**src/rtl/ife_pkg.sv**
```systemverilog
// Shared types for the core-to-IFE result return path.
// One result_t is one register writeback from one core.
package ife_pkg;

  localparam int BLOCK_ID_W = 8;
  localparam int REG_IDX_W  = 5;
  localparam int DATA_W     = 64;
  localparam int CORE_IDX_W = 4;

  typedef struct packed {
    logic [CORE_IDX_W-1:0] core;
    logic [BLOCK_ID_W-1:0] id;
    logic [REG_IDX_W-1:0]  rd;
    logic [DATA_W-1:0]     data;
    logic                  last;
  } result_t;

  // x0 is hardwired zero, so its writeback value is never meaningful
  function automatic logic [DATA_W-1:0] wb_data(
    input logic [REG_IDX_W-1:0] rd,
    input logic [DATA_W-1:0]    data
  );
    return (rd == '0) ? '0 : data;
  endfunction

endpackage

```
**src/rtl/core_result_collector_rr_arbiter.sv**
```systemverilog
// Combinational round-robin arbiter: first requester at or
// after ptr, searching upward modulo N.
module rr_arbiter #(
  parameter int N = 3
) (
  input  logic [N-1:0]         req,
  input  logic [$clog2(N)-1:0] ptr,
  output logic [N-1:0]         grant,
  output logic [$clog2(N)-1:0] grant_idx
);

  logic found;

  always_comb begin
    grant     = '0;
    grant_idx = '0;
    found     = 1'b0;
    for (int k = 0; k < N; k++) begin
      int c;
      c = int'(ptr) + k;
      if (c >= N) c = c - N;
      if (!found && req[c]) begin
        found     = 1'b1;
        grant[c]  = 1'b1;
        grant_idx = $clog2(N)'(c);
      end
    end
  end

endmodule

```
**src/rtl/core_result_collector.sv**
```systemverilog
// Collects core writeback results round-robin into a FIFO,
// drains them to the IFE and pulses commit per finished block.
module core_result_collector
  import ife_pkg::*;
#(
  parameter int NUM_CORES = 3,
  parameter int DEPTH     = 8
) (
  input  logic                                clk,
  input  logic                                rst,
  input  logic [NUM_CORES-1:0]                core_res_valid,
  output logic [NUM_CORES-1:0]                core_res_ready,
  input  logic [NUM_CORES-1:0][BLOCK_ID_W-1:0] core_res_id,
  input  logic [NUM_CORES-1:0][REG_IDX_W-1:0] core_res_rd,
  input  logic [NUM_CORES-1:0][DATA_W-1:0]    core_res_data,
  input  logic [NUM_CORES-1:0]                core_res_last,
  output logic                                out_valid,
  input  logic                                out_ready,
  output logic [$clog2(NUM_CORES)-1:0]        out_core,
  output logic [BLOCK_ID_W-1:0]               out_id,
  output logic [REG_IDX_W-1:0]                out_rd,
  output logic [DATA_W-1:0]                   out_data,
  output logic                                out_last,
  output logic                                commit_valid,
  output logic [BLOCK_ID_W-1:0]               commit_id,
  output logic [$clog2(DEPTH):0]              fifo_count,
  output logic [15:0]                         blocks_committed
);

  localparam int CW = $clog2(NUM_CORES);
  localparam int AW = $clog2(DEPTH);
  localparam int NW = AW + 1;

  logic [CW-1:0]        rr_ptr;
  logic [NUM_CORES-1:0] grant;
  logic [CW-1:0]        grant_idx;
  logic                 full;
  logic                 push;
  logic                 pop;
  logic [AW-1:0]        wr_ptr;
  logic [AW-1:0]        rd_ptr;
  result_t              wr_ent;
  result_t              head;
  result_t              mem [DEPTH];

  rr_arbiter #(
    .N(NUM_CORES)
  ) u_arb (
    .req      (core_res_valid),
    .ptr      (rr_ptr),
    .grant    (grant),
    .grant_idx(grant_idx)
  );

  // No push bypass: a full FIFO refuses even when popping
  assign full = (fifo_count == NW'(DEPTH));
  assign core_res_ready =
    grant & {NUM_CORES{~full & rst}};
  assign push = |(core_res_valid & core_res_ready);
  assign pop  = out_valid & out_ready;

  always_comb begin
    wr_ent      = '0;
    wr_ent.core = CORE_IDX_W'(grant_idx);
    wr_ent.id   = core_res_id[grant_idx];
    wr_ent.rd   = core_res_rd[grant_idx];
    wr_ent.data = wb_data(core_res_rd[grant_idx],
                          core_res_data[grant_idx]);
    wr_ent.last = core_res_last[grant_idx];
  end

  always_ff @(posedge clk) begin
    if (push) mem[wr_ptr] <= wr_ent;
  end

  always_ff @(posedge clk or negedge rst) begin
    if (!rst) begin
      wr_ptr     <= '0;
      rd_ptr     <= '0;
      fifo_count <= '0;
      rr_ptr     <= '0;
    end else begin
      if (push) begin
        wr_ptr <= wr_ptr + AW'(1);
        rr_ptr <= (grant_idx == CW'(NUM_CORES - 1))
                  ? '0 : grant_idx + CW'(1);
      end
      if (pop) rd_ptr <= rd_ptr + AW'(1);
      unique case ({push, pop})
        2'b10:   fifo_count <= fifo_count + NW'(1);
        2'b01:   fifo_count <= fifo_count - NW'(1);
        default: fifo_count <= fifo_count;
      endcase
    end
  end

  assign head      = mem[rd_ptr];
  assign out_valid = (fifo_count != '0);
  assign out_core  = CW'(head.core);
  assign out_id    = head.id;
  assign out_rd    = head.rd;
  assign out_data  = head.data;
  assign out_last  = head.last;

  always_ff @(posedge clk or negedge rst) begin
    if (!rst) begin
      commit_valid     <= 1'b0;
      commit_id        <= '0;
      blocks_committed <= '0;
    end else begin
      commit_valid <= pop & head.last;
      if (pop & head.last) begin
        commit_id        <= head.id;
        blocks_committed <= blocks_committed + 16'd1;
      end
    end
  end

endmodule
```
**config.mk**
```make
export PLATFORM = sky130hd
export DESIGN_NAME = core_result_collector
export DESIGN_NICKNAME = d
export VERILOG_FILES = /design/src/rtl/ife_pkg.sv /design/src/rtl/core_result_collector_rr_arbiter.sv /design/src/rtl/core_result_collector.sv
export SDC_FILE = /design/constraint.sdc
export NUM_CORES = 1
export LEC_CHECK = 0
export BUFFER_PORTS_ARGS = -buffer_cell sky130_fd_sc_hd__buf_2
export CAP_MARGIN = 0
export CORE_UTILIZATION = 30
export DETAILED_ROUTE_END_ITERATION = 10
export HOLD_SLACK_MARGIN = 0.15
export SKIP_CTS_REPAIR_TIMING = 1
export SLEW_MARGIN = 20
export SYNTH_ARGS = -nofsm -noshare
export SYNTH_HDL_FRONTEND = slang
export SYNTH_SLANG_ARGS = --single-unit
```
**constraint.sdc**
```tcl
create_clock -name clk -period 22.9 [get_ports clk]
set_clock_uncertainty 0.1 [all_clocks]
set_input_delay 0 -clock clk [delete_from_list [all_inputs] [get_ports clk]]
set_output_delay 0 -clock clk [all_outputs]
set_load 0.02 [all_outputs]
```
==> results.txt <==
The flow ran to the end, and the final reports show no timing, DRC or antenna violations. The tools report the initial core utilization as 0.303. By area the synthesized netlist is led by sky130_fd_sc_hd__edfxtp_1 69%, sky130_fd_sc_hd__mux4_2 13%, sky130_fd_sc_hd__mux2_2 3.8%, sky130_fd_sc_hd__dfrtp_1 3.3%, sky130_fd_sc_hd__a22o_1 2.0%.

STA classifies the critical path endpoint as a register. Clock tree synthesis inserted a total of 75 buffers. Pin slew with the least headroom to its limit: 1.02 ns. The area share of the largest cell type after synthesis works out to 0.690. In this run the number of H-tree levels came out at 3.

The largest total area in the synthesized netlist belongs to sky130_fd_sc_hd__edfxtp_1. The die is 307 um wide. The tools report the synthesized instance count as 1413. In this run the vertical extent of the chip is 307 um. STA puts the critical path data arrival time at 5.40 ns. The floorplan has 111 rows.

The tools report the pin count of the biggest net entering global routing as 95. The number of antenna diodes in the final layout is 0. Setup violations remaining at the end of the flow were counted as 0. TritonCTS built the clock tree.

The run gives 3195 as the final non-filler cell total. The total routed wirelength is 71000 um, and the clock insertion delay at the later pin of the skew report is 0.60 ns. The cell area that synthesis handed to floorplanning was 27900 um2. The post-detailed-route wirelength per cell was 22.2 um; the final net count was 2143. Final cycle utilization of the critical path: 0.230.

The CTS root buffer is sky130_fd_sc_hd__clkbuf_16. The number of warning messages in the yosys log was 0. The maximum buffer depth of the clock tree was 3.

For this run, the detailed router's first-pass iteration total came to 5. The detailed router finished its first iteration with 1121 violations. In this run the worst path has a maximum fanout of 59. For the count of pins over their slew limit, the log shows 0. The area added between synthesis and finish came out at 24.9%.

The sort of element at the start of the critical path was a register. The global-route wire length before repair is 102000 um, and the post-route DRC violation count is 0. The post-synth net total was 1664; the quantity of I/O buffers inserted on ports was 352. Detailed placement finished with a half-perimeter wire length of 40600 um.

The number of antenna violations at the first check in global routing was 0. In this run, synthesis inferred 640 flip-flops with an integrated enable. The floorplan step defined a die boundary enclosing 94100 um2. The region available for standard cell placement spans 91800 um2. The run gives 55 as the count of unique library cells instantiated by Yosys.

The logs give 0.323 for the worst-case headroom to the max-slew limit and 0.759 for the global placer's final weighted congestion. The via count of the first global-routing pass is 15900. The final-report hold violation count came out at 0. Among all flip-flop cells after synthesis, the most frequent one is sky130_fd_sc_hd__edfxtp_1. Max-cap violation count: 0. In this run the cell area measured after placement is 31000 um2. Post-synthesis sequential element count: 677. The global-route total usage across every layer was 0.147. The logs give 0 for the number of nets with antenna violations after routing and 677 for the clock sink total. Share of synthesized area occupied by flip-flops and latches: 0.723. The tightest min-delay check is of the in2reg type.

Derived from the worst setup path, the maximum achievable clock frequency is 190 MHz. The analysis attributes to cell leakage a power of 12.0 nW. The final critical delay including setup and external delays was 5.27 ns; the number of primary I/O pins was 353. The peak supply drop is 0.0000856 V. In the final timing run, aggregate negative setup slack is 0 ns.

Worst setup path category: reg2reg. For the critical path data required time, the log shows 23.04 ns. The post-placement cell count is 2936. The post-detailed-route via-to-cell ratio is 4.87. Setup repair after global routing left no endpoint under its margin.

Proportion of layout cells with a drive suffix above 1: 0.394. The share of async-settable or async-resettable flops after synthesis is 0.0547. The power density over cell area was 147 nW/um2; the global route total overflow was 0. After clock tree synthesis, the clock-pin slew on the worst setup and hold paths is 0.06 ns. The per-instance average area after synthesis was 19.7 um2; the total number of vias was 15500.

Once layout is done, the placed cells without fillers occupy 34800 um2.
[routing by layer]
layer | global-route usage | share of wire
met1 | 0.181 | 0.40
met5 | 0 | 0
met3 | 0.0231 | 0.047
met4 | 0.0505 | 0.027
met2 | 0.261 | 0.52
[worst paths after layout]
kind,start,end,slack [ns],cells after the start
min,core_res_rd[3],mem[4][68]$_DFFE_PP_,0.08,4
min in group asynchronous,rst,blocks_committed[0]$_DFFE_PN0P_,0.41,4
max in group asynchronous,rst,rd_ptr[2]$_DFFE_PN0P_,22.07,4
min reg2reg,blocks_committed[15]$_DFFE_PN0P_,blocks_committed[15]$_DFFE_PN0P_,0.37,1
max reg2reg,rr_ptr[1]$_DFFE_PN0P_,mem[4][22]$_DFFE_PP_,17.63,11
max,rr_ptr[1]$_DFFE_PN0P_,mem[4][22]$_DFFE_PP_,17.63,11
[cells in the mapped netlist, types with 14 or more instances]
cell type	count
sky130_fd_sc_hd__edfxtp_1	640
sky130_fd_sc_hd__mux4_2	160
sky130_fd_sc_hd__mux2_2	93
sky130_fd_sc_hd__a21oi_1	68
sky130_fd_sc_hd__a31oi_1	65
sky130_fd_sc_hd__a22o_1	64
sky130_fd_sc_hd__buf_2	44
sky130_fd_sc_hd__clkbuf_1	41
sky130_fd_sc_hd__dfrtp_1	37
sky130_fd_sc_hd__nand2_1	31
sky130_fd_sc_hd__xnor2_1	16
sky130_fd_sc_hd__inv_1	14
[flip-flops by register name, indices dropped and copies added (netlist names)]
signal / count
commit_id: 8
rr_ptr: 2
fifo_count: 4
commit_valid: 1
blocks_committed: 16
rd_ptr: 3
wr_ptr: 3
mem: 640
[power by group]
group	internal, mW	total, mW	switching (mW)
clock network	0.735	1.21	0.476
registers	1.81	1.92	0.106
logic	0.774	1.99	1.22
[critical path, cell delays in order (launching register included)]
cell	delay [ns]
sky130_fd_sc_hd__dfrtp_1	0.41
sky130_fd_sc_hd__inv_1	0.10
sky130_fd_sc_hd__ha_1	0.39
sky130_fd_sc_hd__mux2i_1	0.42
sky130_fd_sc_hd__o22a_1	0.42
sky130_fd_sc_hd__a21o_4	0.43
sky130_fd_sc_hd__buf_4	0.70
sky130_fd_sc_hd__nor3_1	0.20
sky130_fd_sc_hd__nor4b_4	0.24
sky130_fd_sc_hd__buf_4	0.42
sky130_fd_sc_hd__buf_4	0.63
sky130_fd_sc_hd__a31oi_1	0.37
[per-stage QoR]
stage | util | hold WS (ns) | total power [mW] | setup slack (ns)
after detailed placement | 0.338 | 0.129 | 3.90 | 17.65
final | 0.379 | 0.0820 | 5.12 | 17.63
after global placement | 0.338 | 0.116 | 3.84 | 17.80
after floorplan | - | -0.396 | 3.26 | 11.54
after CTS | 0.365 | -0.548 | 5.13 | 17.62
after global routing | 0.379 | 0.151 | 5.38 | 17.34
[logic make-up after synthesis]
| logic type | synth area share |
|---|---|
| xor gates and xnor gates | 0.00692 |
| DFF | 0.723 |
| and+or+nand+nor | 0.0163 |
| muxes | 0.169 |
| buffers and inverters | 0.0202 |
| adders and majority gates | 0.00521 |
| AOI/OAI and AO/OA | 0.0595 |
[cell usage in the layout, fill, tap and decap left out, types with 12 or more instances in the layout]
master | netlist | routed
sky130_fd_sc_hd__a21oi_1 | 68 | 68
sky130_fd_sc_hd__clkbuf_16 | 0 | 77
sky130_fd_sc_hd__mux2_2 | 93 | 93
sky130_fd_sc_hd__nand2_1 | 31 | 31
sky130_fd_sc_hd__dfrtp_1 | 37 | 34
sky130_fd_sc_hd__dlygate4sd3_1 | 0 | 121
sky130_fd_sc_hd__buf_2 | 44 | 351
sky130_fd_sc_hd__a22o_1 | 64 | 64
sky130_fd_sc_hd__clkbuf_1 | 41 | 12
sky130_fd_sc_hd__a31oi_1 | 65 | 65
sky130_fd_sc_hd__xnor2_1 | 16 | 16
sky130_fd_sc_hd__mux4_2 | 160 | 160
sky130_fd_sc_hd__buf_4 | 1 | 32
sky130_fd_sc_hd__inv_1 | 14 | 14
sky130_fd_sc_hd__clkinv_1 | 0 | 14
sky130_fd_sc_hd__edfxtp_1 | 640 | 640
sky130_fd_sc_hd__clkinv_2 | 0 | 13
[area by class of cell]
type / instances / area, um2
tap: 1243 / 1560
inverter: 14 / 52.6
sequential: 677 / 20200
fill: 8353 / 57000
clock buffer: 90 / 1990
clock inverter: 47 / 533
timing repair buffer: 506 / 3260
multi-input combinational: 618 / 7250
No activity file was read; power rests on OpenSTA's default activity.
